$ cat src/rtl/fifo_flex.sv
// Single-clock synchronous FIFO with arbitrary depth, programmable almost flags,
// sticky error flags and a choice of registered-read or first-word-fall-through output.
module fifo_flex #(
  parameter int DEPTH    = 8,
  parameter int WIDTH    = 32,
  parameter int AF_LEVEL = DEPTH - 1,
  parameter int AE_LEVEL = 1,
  parameter bit FWFT     = 1'b0,
  localparam int CNTW    = $clog2(DEPTH + 1),
  localparam int PTRW    = ($clog2(DEPTH) < 1) ? 1 : $clog2(DEPTH)
) (
  input  logic             clk,
  input  logic             rst_n,
  input  logic             clr,
  input  logic             wr_en,
  input  logic [WIDTH-1:0] wr_data,
  input  logic             rd_en,
  output logic [WIDTH-1:0] rd_data,
  output logic             rd_valid,
  output logic [CNTW-1:0]  count,
  output logic             empty,
  output logic             full,
  output logic             almost_empty,
  output logic             almost_full,
  output logic             overflow,
  output logic             underflow
);

  logic [WIDTH-1:0] mem [DEPTH];
  logic [PTRW-1:0]  wr_ptr;
  logic [PTRW-1:0]  rd_ptr;
  logic             wr_accept;
  logic             rd_accept;

  // Pointers wrap at DEPTH-1 explicitly so non-power-of-two depths work.
  function automatic logic [PTRW-1:0] next_ptr(input logic [PTRW-1:0] p);
    return (p == PTRW'(DEPTH - 1)) ? '0 : p + PTRW'(1);
  endfunction

  assign empty        = (count == '0);
  assign full         = (count == CNTW'(DEPTH));
  assign almost_empty = (count <= CNTW'(AE_LEVEL));
  assign almost_full  = (count >= CNTW'(AF_LEVEL));

  assign wr_accept = wr_en && !full  && !clr;
  assign rd_accept = rd_en && !empty && !clr;

  always_ff @(posedge clk) begin
    if (wr_accept) begin
      mem[wr_ptr] <= wr_data;
    end
  end

  always_ff @(posedge clk or negedge rst_n) begin
    if (!rst_n) begin
      wr_ptr    <= '0;
      rd_ptr    <= '0;
      count     <= '0;
      overflow  <= 1'b0;
      underflow <= 1'b0;
    end else if (clr) begin
      wr_ptr    <= '0;
      rd_ptr    <= '0;
      count     <= '0;
      overflow  <= 1'b0;
      underflow <= 1'b0;
    end else begin
      if (wr_accept) begin
        wr_ptr <= next_ptr(wr_ptr);
      end
      if (rd_accept) begin
        rd_ptr <= next_ptr(rd_ptr);
      end
      case ({wr_accept, rd_accept})
        2'b10:   count <= count + CNTW'(1);
        2'b01:   count <= count - CNTW'(1);
        default: count <= count;
      endcase
      if (wr_en && full) begin
        overflow <= 1'b1;
      end
      if (rd_en && empty) begin
        underflow <= 1'b1;
      end
    end
  end

  generate
    if (FWFT) begin : g_fwft
      // Head word is presented combinationally; masked to zero when nothing is stored.
      assign rd_data  = empty ? '0 : mem[rd_ptr];
      assign rd_valid = !empty;
    end else begin : g_reg
      logic [WIDTH-1:0] rd_data_q;
      logic             rd_valid_q;

      always_ff @(posedge clk or negedge rst_n) begin
        if (!rst_n) begin
          rd_data_q  <= '0;
          rd_valid_q <= 1'b0;
        end else begin
          rd_valid_q <= rd_accept;
          if (rd_accept) begin
            rd_data_q <= mem[rd_ptr];
          end
        end
      end

      assign rd_data  = rd_data_q;
      assign rd_valid = rd_valid_q;
    end
  endgenerate

endmodule

$ cat config.mk
export PLATFORM = sky130hd
export DESIGN_NAME = fifo_flex
export DESIGN_NICKNAME = d
export VERILOG_FILES = /design/src/rtl/fifo_flex.sv
export SDC_FILE = /design/constraint.sdc
export NUM_CORES = 1
export LEC_CHECK = 0
export CAP_MARGIN = 20
export CORE_ASPECT_RATIO = 0.5
export CORE_MARGIN = 1.5
export CORE_UTILIZATION = 59
export DETAILED_ROUTE_END_ITERATION = 6
export GPL_TIMING_DRIVEN = 0
export PLACE_DENSITY = 0.8
export REMOVE_ABC_BUFFERS = 1
export SETUP_SLACK_MARGIN = 0.1
export SLEW_MARGIN = 20
export SYNTH_ARGS = -nofsm -noshare
export SYNTH_HDL_FRONTEND = slang
export SYNTH_SLANG_ARGS = --single-unit
$ cat constraint.sdc
create_clock -name clk -period 4.1 [get_ports clk]
set_input_delay 0.41 -clock clk [delete_from_list [all_inputs] [get_ports clk]]
set_output_delay 0.41 -clock clk [all_outputs]
set_load 0.02 [all_outputs]
==> qor.tcl <==
set qor(worstMarginPinSlew_ns) 0.8579
set qor(cpMostUsedCell) {buf_6}
set qor(cts_max_path_buffers) 3
set qor(power.sequential.fraction) 0.463
set qor(synth-warning-count) 0
set qor(grt.overflow.total) 0
set qor(report.final.hold_viol_count) 0
set qor(placement.setup.worst_slack_ns) 0.6352
set qor(cts_buffers) 26
set qor(timing.critical_path.slowest_cell_delay_ns) 0.80
set qor(antenna_cells_inserted) 0
set qor(post_drt_wl_per_cell_um) 21.98
set qor(final_antenna_net_count) 0
set qor(post_route_cells_drive_above_1_share) 0.09844
set qor(clock_insertion_delay_worst_skew_ns) 0.54
set qor(crit_fanout) 9
set qor(grt_first_pass_wirelength_mm) 36.58
set qor(worstSetupPathDepth) 8
set qor(clock_tree.htree_level_count) 1
set qor(drt_via_density) 5.961
set qor(finalWorstSetupSlack_ns) 0.9235
set qor(setup_repair_after_global_routing_missed_its_margin) {false}
set qor(crit_buf_inv) 4
set qor(cell_at_the_slowest_stage_of_the_critical_path) {nor3_2}
set qor(detailedPlacementHpwl_mm) 14.70
set qor(maximum_number_of_pins_on_one_net_before_global_route_repair) 47
set qor(timing_worst_setup_path_type) {flip-flop to flip-flop}
set qor(cell_internal_power_dissipation_mw) 5.674
set qor(timing.final.crit_period_ns) 3.176
set qor(routabilityCongestion) 0.7184
set qor(crit_required_ns) 4.35
set qor(r2r.worst_path.cells) 8
set qor(design.final.nets) 859
set qor(report.final.setup_viol) 0
set qor(clk_transition_reported_paths_ns) 0.07
set qor(area_growth_syn_to_layout_pct) 18.78
set qor(route.detailed.drc) 0
set qor(die_area_um2) 20970
set qor(critical_path.top_delay_family) {simple AND/OR/NAND/NOR gates}
set qor(postSynthRegisterBits) 301
set qor(dpl_cell_area_um2) 13280
set qor(post_route_wl_mm) 24.16
set qor(root_buffer) {clkbuf_16}
set qor(run_status) {finished, final reports clean}
set qor(cellPowerDensity_nw_per_um2) 567.2
set qor(cts_resizes) 0
set qor(tritoncts) {built}
set qor(period_share) 0.7747
set qor(grt_pass1_vias) 6295
set qor(fp.dieW_um) 203.3
set qor(syn_avg_cell_area_um2) 16.35
set qor(io_pins) 80
set qor(first_pass_iters) 5
set qor(start_util) 0.6054
set qor(ys_seq_area_frac) 0.7448
set qor(clock_sinks) 301
set qor(nFillCells) 1162
set qor(switching_power_mw) 2.299
set qor(leakage_nw) 4.856
set qor(dieHeight_um) 103.1
set qor(portBuffers) 79
set qor(final_common_cell) {edfxtp_1}
set qor(worstSetupStartpointType) {flip-flop}
set qor(ir_worst_vdd_mv) 0.3211
set qor(share_clk_of_total_power) 0.280
set qor(report.final.slew_viol_count) 0
set qor(stdcell_area_um2) 14060
set qor(core-area_um2) 19550
set qor(netlist_instances) 724
set qor(row_count) 36
set qor(via_count) 6551
set qor(layout.cells.most_common_list) {edfxtp_1, mux2i_1, clkdlybuf4s50_1}
set qor(power_switching_share) 0.2884
set qor(yosysUniqueCellTypes) 38
set qor(global_route.usage.total) 0.2358
set qor(power.share.combinational) 0.257
set qor(syn-cell-area_um2) 11830
set qor(worst_setup_path_end_kind) {flip-flop}
set qor(critical_path_arrival_ns) 3.42
set qor(path_cells) {inv_1, ha_1, nand3b_4, nand4_1, nor3_2, buf_6, buf_4, buf_6}
set qor(drt_iter0_drc) 614
set qor(timing.max_slew.rel_slack) 0.4249
set qor(final_clock_skew_ns) 0.01191
set qor(fmax_ghz) 0.3148
set qor(timing.hold.worst.class) {primary input to asynchronous set/reset pin}
set qor(grt_antenna_before_repair) 2
set qor(max-cap-violations) 0
==> routing by layer <==
metal  GRT usage  vias to the layer above  part of all wire
met5           0                        -                 0
met3     0.04393                       26             0.075
met2      0.3867                      257              0.47
met1      0.3411                     3309              0.44
li1            -                     2959                 -
met4     0.03932                        0             0.011
==> path summary, 6_finish.rpt <==
path	startpoint	to	slack, ns
max in group asynchronous	rst_n	rd_ptr[0]	3.31
worst max-delay path	count[1]	mem[1][16]	0.92
worst max register to register	count[1]	mem[1][16]	0.92
worst min register to register	rd_data[14]	rd_data[14]	0.47
min in group clk	rd_data[14]	rd_data[14]	0.47
worst min-delay path	rst_n	rd_data[26]	0.27
==> cells in the mapped netlist <==
cell	count	area, um2
dfrtp_1	45	1126
mux2_4	1	15.01
nand3b_1	1	7.510
or3b_1	1	8.760
nor3_1	3	15.01
inv_1	7	26.28
o221ai_1	1	8.760
or3_1	3	18.77
nor3b_1	1	7.510
and2_4	1	8.760
nand2b_1	3	18.77
buf_4	10	75.07
ha_1	8	100.1
xnor2_1	3	26.28
buf_6	6	67.56
buf_2	10	50.05
a211oi_1	1	7.510
o211ai_1	1	7.510
a21o_1	1	7.510
mux2i_1	130	1301
nor2b_1	4	25.02
inv_6	1	8.760
nand3_1	35	175.2
edfxtp_1	256	7687
o21ai_0	2	10.01
a22oi_1	64	480.5
nor3b_4	1	18.77
o2111ai_1	1	8.760
nor4b_1	1	8.760
o21bai_1	1	7.510
nor2_1	14	52.55
nand3b_4	1	20.02
nand2_1	76	285.3
and2_1	1	6.260
a21oi_1	8	40.04
a31oi_2	1	12.51
clkbuf_1	17	63.81
nand4_1	3	18.77
==> kinds of logic (layout without fill, tap and decap cells) <==
| logic type | after synthesis | in the layout | synth area share |
|---|---|---|---|
| DFF | 301 | 301 | 0.7448 |
| and+or+nand+nor | 149 | 149 | 0.05879 |
| muxes | 131 | 131 | 0.1112 |
| AOI/OAI and AO/OA | 81 | 81 | 0.04991 |
| buffers and inverters | 51 | 160 | 0.02464 |
| adders and majority gates | 8 | 8 | 0.008459 |
| xor gates and xnor gates | 3 | 3 | 0.002221 |
==> area by class of cell <==
class / count / area, um2 / share of cell area
timing repair buffer: 105 / 1296 / 0.09222
sequential: 301 / 8817 / 0.6273
clock buffer: 34 / 690.7 / 0.04914
clock inverter: 13 / 75.07 / 0.005341
tap: 266 / 332.8 / 0.02368
multi-input combinational: 372 / 2809 / 0.1998
inverter: 8 / 35.03 / 0.002492
==> power by group through the flow <==
stage          logic, mW  clock network (mW)  registers, mW
5_1_grt             2.21                2.36           3.71
2_1_floorplan       1.04                   0           4.11
3_5_place_dp        2.04                   0           3.75
6_report            2.05                2.23           3.69
3_3_place_gp        1.92                   0           3.98
4_1_cts             2.05                2.25           3.69
==> registers in the layout, indices dropped and copies added, names as in the netlist <==
name and cells:
rd_valid 1, rd_ptr 3, overflow 1, count 4, underflow 1, wr_ptr 3
rd_data 32, mem 256
==> stage by stage <==
step / std cells / hold WS (ns) / setup TNS, ns / power (mW) / utilization
5_1_grt: 1099 / 0.2841 / 0 / 8.282 / 0.7190
2_1_floorplan: 681 / 0.1144 / -28.16 / 5.154 / -
4_1_cts: 1099 / 0.2425 / 0 / 7.997 / 0.7190
6_report: 1099 / 0.2709 / 0 / 7.973 / 0.7190
3_3_place_gp: 1026 / 0.4598 / -334.00 / 5.897 / 0.6497
3_5_place_dp: 1051 / 0.2626 / 0 / 5.788 / 0.6793
==> worst register-to-register path, delay by kind of cell, from the launching register on <==
kind | cells | cell delay (ns)
adder cells (fa/ha/maj) | 1 | 0.28
AND/OR/NAND/NOR | 3 | 1.35
buffers and inverters | 4 | 0.74
flip-flops | 1 | 0.51
==> timing repair <==
action / 4_1_cts / 5_1_grt
setup endpoints to repair: 0 / 0
buffers inserted: 0 / 0
endpoints found under the hold margin: 45 / 0
hold buffers: 1 / 0
(Power assumes the default switching activity.)
